<file path="src/rtl/std_mem_d1_copy.sv">
// Sequential word copy engine: reads a source 1-D memory and writes a destination 1-D memory,
// one word per WRITE/WAIT pair, with a go/done handshake.
module std_mem_d1_copy #(
    parameter int unsigned WIDTH    = 32,
    parameter int unsigned SIZE     = 16,
    parameter int unsigned IDX_SIZE = 4
) (
    input  logic                clk,
    input  logic                reset,
    input  logic                go,
    input  logic [IDX_SIZE-1:0] src_base,
    input  logic [IDX_SIZE-1:0] dst_base,
    input  logic [IDX_SIZE:0]   len,
    output logic [IDX_SIZE-1:0] src_addr0,
    input  logic [WIDTH-1:0]    src_read_data,
    output logic [IDX_SIZE-1:0] dst_addr0,
    output logic [WIDTH-1:0]    dst_write_data,
    output logic                dst_write_en,
    input  logic                dst_done,
    output logic                done,
    output logic [IDX_SIZE:0]   count
);

    localparam logic [1:0] StIdle  = 2'd0;
    localparam logic [1:0] StWrite = 2'd1;
    localparam logic [1:0] StWait  = 2'd2;
    localparam logic [1:0] StDone  = 2'd3;

    localparam logic [IDX_SIZE:0] IdxOne = {{IDX_SIZE{1'b0}}, 1'b1};

    // A memory larger than its address space cannot be addressed at all.
    if (SIZE > (1 << IDX_SIZE)) begin : g_size_check
        $error("SIZE exceeds the address range of IDX_SIZE");
    end

    logic [1:0]          state_q, state_d;
    logic [IDX_SIZE:0]   idx_q, idx_d;
    logic [IDX_SIZE-1:0] src_base_q, src_base_d;
    logic [IDX_SIZE-1:0] dst_base_q, dst_base_d;
    logic [IDX_SIZE:0]   len_q, len_d;
    logic [WIDTH-1:0]    data_q, data_d;
    logic [IDX_SIZE:0]   count_q, count_d;

    logic [IDX_SIZE-1:0] src_addr;
    logic [IDX_SIZE-1:0] dst_addr;
    logic [IDX_SIZE:0]   idx_inc;

    // Addresses wrap modulo 2^IDX_SIZE; the upper idx bit is dropped on purpose.
    assign src_addr = src_base_q + idx_q[IDX_SIZE-1:0];
    assign dst_addr = dst_base_q + idx_q[IDX_SIZE-1:0];
    assign idx_inc  = idx_q + IdxOne;

    always_comb begin
        state_d    = state_q;
        idx_d      = idx_q;
        src_base_d = src_base_q;
        dst_base_d = dst_base_q;
        len_d      = len_q;
        data_d     = data_q;
        count_d    = count_q;
        case (state_q)
            StIdle: begin
                if (go) begin
                    src_base_d = src_base;
                    dst_base_d = dst_base;
                    len_d      = len;
                    idx_d      = '0;
                    count_d    = '0;
                    state_d    = (len == '0) ? StDone : StWrite;
                end
            end
            StWrite: begin
                data_d  = src_read_data;
                state_d = StWait;
            end
            StWait: begin
                if (dst_done) begin
                    count_d = count_q + IdxOne;
                    if (idx_inc == len_q) begin
                        state_d = StDone;
                    end else begin
                        idx_d   = idx_inc;
                        state_d = StWrite;
                    end
                end
            end
            StDone: begin
                state_d = StIdle;
            end
            default: begin
                state_d = StIdle;
            end
        endcase
    end

    // Outputs decode straight from state so an asynchronous reset clears them at once.
    always_comb begin
        src_addr0      = '0;
        dst_addr0      = '0;
        dst_write_data = '0;
        dst_write_en   = 1'b0;
        done           = 1'b0;
        case (state_q)
            StWrite: begin
                src_addr0      = src_addr;
                dst_addr0      = dst_addr;
                dst_write_data = src_read_data;
                dst_write_en   = 1'b1;
            end
            StWait: begin
                src_addr0      = src_addr;
                dst_addr0      = dst_addr;
                dst_write_data = data_q;
            end
            StDone: begin
                done = 1'b1;
            end
            default: begin
            end
        endcase
    end

    assign count = count_q;

    always_ff @(posedge clk or negedge reset) begin
        if (!reset) begin
            state_q    <= StIdle;
            idx_q      <= '0;
            src_base_q <= '0;
            dst_base_q <= '0;
            len_q      <= '0;
            data_q     <= '0;
            count_q    <= '0;
        end else begin
            state_q    <= state_d;
            idx_q      <= idx_d;
            src_base_q <= src_base_d;
            dst_base_q <= dst_base_d;
            len_q      <= len_d;
            data_q     <= data_d;
            count_q    <= count_d;
        end
    end

endmodule

</file>
<file path="config.mk">
export PLATFORM = sky130hd
export DESIGN_NAME = std_mem_d1_copy
export DESIGN_NICKNAME = d
export VERILOG_FILES = /design/src/rtl/std_mem_d1_copy.sv
export SDC_FILE = /design/constraint.sdc
export NUM_CORES = 1
export LEC_CHECK = 0
export CAP_MARGIN = 10
export CELL_PAD_IN_SITES_DETAIL_PLACEMENT = 0
export CELL_PAD_IN_SITES_GLOBAL_PLACEMENT = 1
export CORE_MARGIN = 10
export CORE_UTILIZATION = 23
export DETAILED_ROUTE_END_ITERATION = 8
export GPL_ROUTABILITY_DRIVEN = 0
export GPL_TIMING_DRIVEN = 0
export PLACE_DENSITY_LB_ADDON = 0.1
export SETUP_SLACK_MARGIN = 0.1
export SYNTH_ARGS = -nofsm -noshare
export SYNTH_HDL_FRONTEND = slang
export SYNTH_SLANG_ARGS = --single-unit
</file>
<file path="constraint.sdc">
create_clock -name clk -period 2.35 [get_ports clk]
set_input_delay 0.5875 -clock clk [delete_from_list [all_inputs] [get_ports clk]]
set_output_delay 0.5875 -clock clk [all_outputs]
set_load 0.02 [all_outputs]
</file>
==> flow_metrics.py <==
metrics = {
    "outcome": {
        "status": "finished, violations left",
        "violations": "setup timing",
    },
    "run": {
        "drv_cap": 0,
    },
    "timing": {
        "period_share_pct": 100,
        "slew_headroom_pct": 47.0,
        "fin_skew_ns": 0.00496,
        "worst_pin_slew_ns": 0.796,
        "fin_setup_tns_ns": -0.00482,
        "rsz0062_at_grt": "true",
        "fmax_ghz": 0.425,
        "finalSetupViolations": 1,
        "hold_slack_ns": 0.340,
        "hold_viol": 0,
        "finalMaxSlewViolations": 0,
        "min_period_ns": 2.35,
        "fin_ws_ns": -0.00482,
    },
    "cts": {
        "cts_buffers": 9,
        "clkSinkCount": 57,
        "root_buffer": "clkbuf_16",
        "clkLatencyLatePin_ns": 0.33,
        "postCtsHoldBufs": 0,
        "htreeDepth": 3,
        "cts.clk_slew.worst_paths_ns": 0.05,
        "cts_tree": "yes",
        "cts_buffer_depth": 2,
    },
    "final_layout": {
        "antenna_cells": 0,
        "fillers": 1292,
        "seq_area_um2": 1430,
        "fin_nets": 543,
        "multi_input_area_um2": 2120,
        "drive_above_1_share_pct": 46.0,
        "area_growth_pct": 90.3,
    },
    "critical_path": {
        "critPathArrivalTime_ns": 1.77,
        "crit_path_top_delay_cell": "dfrtp_1",
        "cp_max_fo": 5,
        "cp_slowest_stage_delay_ns": 0.41,
        "path_class": "flop to primary output",
        "r2r_slack_ns": 0.20,
        "start_kind": "flop",
        "end_kind": "primary output",
        "critical_path.cell_chain": "inv_2 > ha_4 > clkbuf_16 > buf_12 > buf_16 > nand2_2 > a21boi_2 > buf_6",
        "crit_required_ns": 1.76,
    },
    "global_route": {
        "grt_pass1_wl_mm": 17.5,
        "track_usage_pct": 12.2,
        "antenna_found_initial": 0,
        "gr-total-overflow": 0,
        "grt_pass1_vias": 3084,
        "grt_max_degree": 58,
    },
    "floorplanning": {
        "placementRows": 42,
        "ioPinCount": 96,
        "initial_core_util_pct": 23.5,
        "core_area_um2": 13200,
        "die_x_um": 136,
        "dieArea_um2": 18600,
        "die_h_um": 136,
    },
    "place": {
        "port-buffer-count": 95,
        "dp_hpwl_mm": 7.23,
    },
    "yosys": {
        "yosys.area_share.simple_pct": 14.1,
        "synth_warnings": 0,
        "ys_seq_elements": 57,
        "synth_adder_area_share_pct": 6.50,
        "synth_compound_area_share_pct": 17.6,
        "synth_top_family_by_area": "compound AO/OA/AOI/OAI gates",
        "ys_types": 36,
        "synth_edf_count": 0,
        "yosysSeqAreaShare_pct": 45.7,
        "syn-instance-count": 335,
        "syn-cell-area_um2": 3120,
        "async_flop_share_pct": 100,
        "ys.flop_type": "dfrtp_1",
        "synth_mux_area_share_pct": 5.70,
        "avgSynthCellArea_um2": 9.31,
        "synthXorXnorAreaFrac_pct": 4.17,
        "synth.net_count": 399,
    },
    "route": {
        "drt_iter0_drc": 104,
        "routedWlPerCell_um": 16.7,
        "num_vias": 2860,
        "drt_wl_total_mm": 11.0,
        "firstDrtPassIters": 4,
        "drc": 0,
        "antenna_left": 0,
        "drt-vias-per-instance": 4.34,
    },
    "pwr": {
        "peakVddDrop_v": 0.000471,
        "power_density_nw_per_um2": 1490,
        "finalPower_w": 0.00884,
        "power.leakage_nw": 2.69,
    },
    "worst_hold_path": {
        "hold_path_class": "primary input to asynchronous set/reset pin",
    },
}
## report_power, final
| group | leakage (nW) | switching [W] | internal (W) |
|---|---|---|---|
| registers | 0.699 | 0.000347 | 0.00144 |
| logic | 1.85 | 0.00262 | 0.00311 |
| clock network | 0.148 | 0.000455 | 0.000868 |
| total | 2.69 | 0.00342 | 0.00542 |
## synth_stat cells (2+ instances only)
cell type	instances	area share [%]
nor2_1	6	0.72
xor2_1	8	2.2
nor2b_1	5	1.0
a21boi_0	32	7.7
nand4b_1	3	0.84
nand2_1	67	8.1
a31oi_1	3	0.60
a21oi_1	2	0.32
ha_1	13	5.2
mux2i_1	2	0.64
a21o_1	2	0.48
buf_1	4	0.48
and2_1	8	1.6
inv_1	34	4.1
o21bai_1	2	0.48
dfrtp_1	57	46
fa_1	2	1.3
xnor2_1	5	1.4
o21ai_0	35	5.6
clkbuf_1	12	1.4
nand4_1	3	0.60
mux2_2	14	5.1
a22o_1	3	0.84
## per-layer routing
metal  global-route usage (%)  vias to the layer above  wire, um
li1                         -                     1408         -
met1                     15.4                     1388      4860
met5                        0                        -         0
met4                     5.15                        0       151
met3                     3.39                       10       516
met2                     19.2                       54      5440
## sequential cells by signal (all words and copies together), names as in the netlist
name	cells
data_q	32
count	5
idx_q	5
len_q	5
dst_base_q	4
src_base_q	4
state_q	2
## path summary, 6_finish.rpt
| path | startpoint | endpoint | cells past startpoint |
|---|---|---|---|
| hold reg to reg | dst_base_q[2] | dst_base_q[2] | 1 |
| min in group clk | dst_base_q[2] | dst_base_q[2] | 1 |
| hold / removal | reset | dst_base_q[0] | 1 |
| setup / recovery | state_q[0] | dst_write_data[22] | 8 |
| setup reg to reg | idx_q[1] | idx_q[2] | 9 |
| max in group asynchronous | reset | idx_q[1] | 1 |
## layout make-up
type | instances | area share (%)
repair buffers | 133 | 24.9
clock inverters | 3 | 0.675
clock buffers | 12 | 4.32
plain buffers | 17 | 4.30
multi-input cells | 227 | 35.8
inverters | 34 | 2.15
well taps | 176 | 3.71
flip-flops and latches | 57 | 24.1
## what timing repair did
| action | 4_1_cts | 5_1_grt |
|---|---|---|
| setup buffers | 22 | 6 |
| pin swaps | 43 | 23 |
| setup endpoints to repair | 42 | 41 |
| gates resized for setup | 383 | 50 |
| cloned | 8 | 2 |
## logic make-up after synthesis
group / count (synthesis)
muxes: 16
AOI/OAI and AO/OA: 84
buffers and inverters: 51
and+or+nand+nor: 98
DFF: 57
xor gates and xnor gates: 14
adders and majority gates: 15
## stage by stage
stage / utilization [%] / std cells / instance area (um^2) / worst slack, ns
floorplan: - / 335 / 3220 / 0.0509
global placement: 33.2 / 606 / 4400 / -1.50
detailed placement: 33.2 / 606 / 4390 / -0.986
CTS: 42.5 / 651 / 5620 / -0.00665
global route: 44.8 / 659 / 5930 / -0.0668
finish: 44.8 / 659 / 5930 / -0.00482
## critical path, delay by kind of cell (launching register included)
| family | cells | cell delay (ns) |
|---|---|---|
| buffers and inverters | 5 | 0.65 |
| DFF | 1 | 0.41 |
| adders and majority gates | 1 | 0.16 |
| AOI/OAI and AO/OA | 1 | 0.16 |
| and+or+nand+nor | 1 | 0.05 |
## cell usage in the layout (no fill, tap or decap), drive strengths merged, types with 5 or more instances in the layout
master,count
a21boi,32
and2,8
buf,83
clkbuf,25
clkdlybuf4s50,52
dfrtp,57
ha,13
inv,34
mux2,14
nand2,67
nor2,6
nor2b,5
o21ai,35
xnor2,6
xor2,8
No activity file was read; power rests on OpenSTA's default activity.
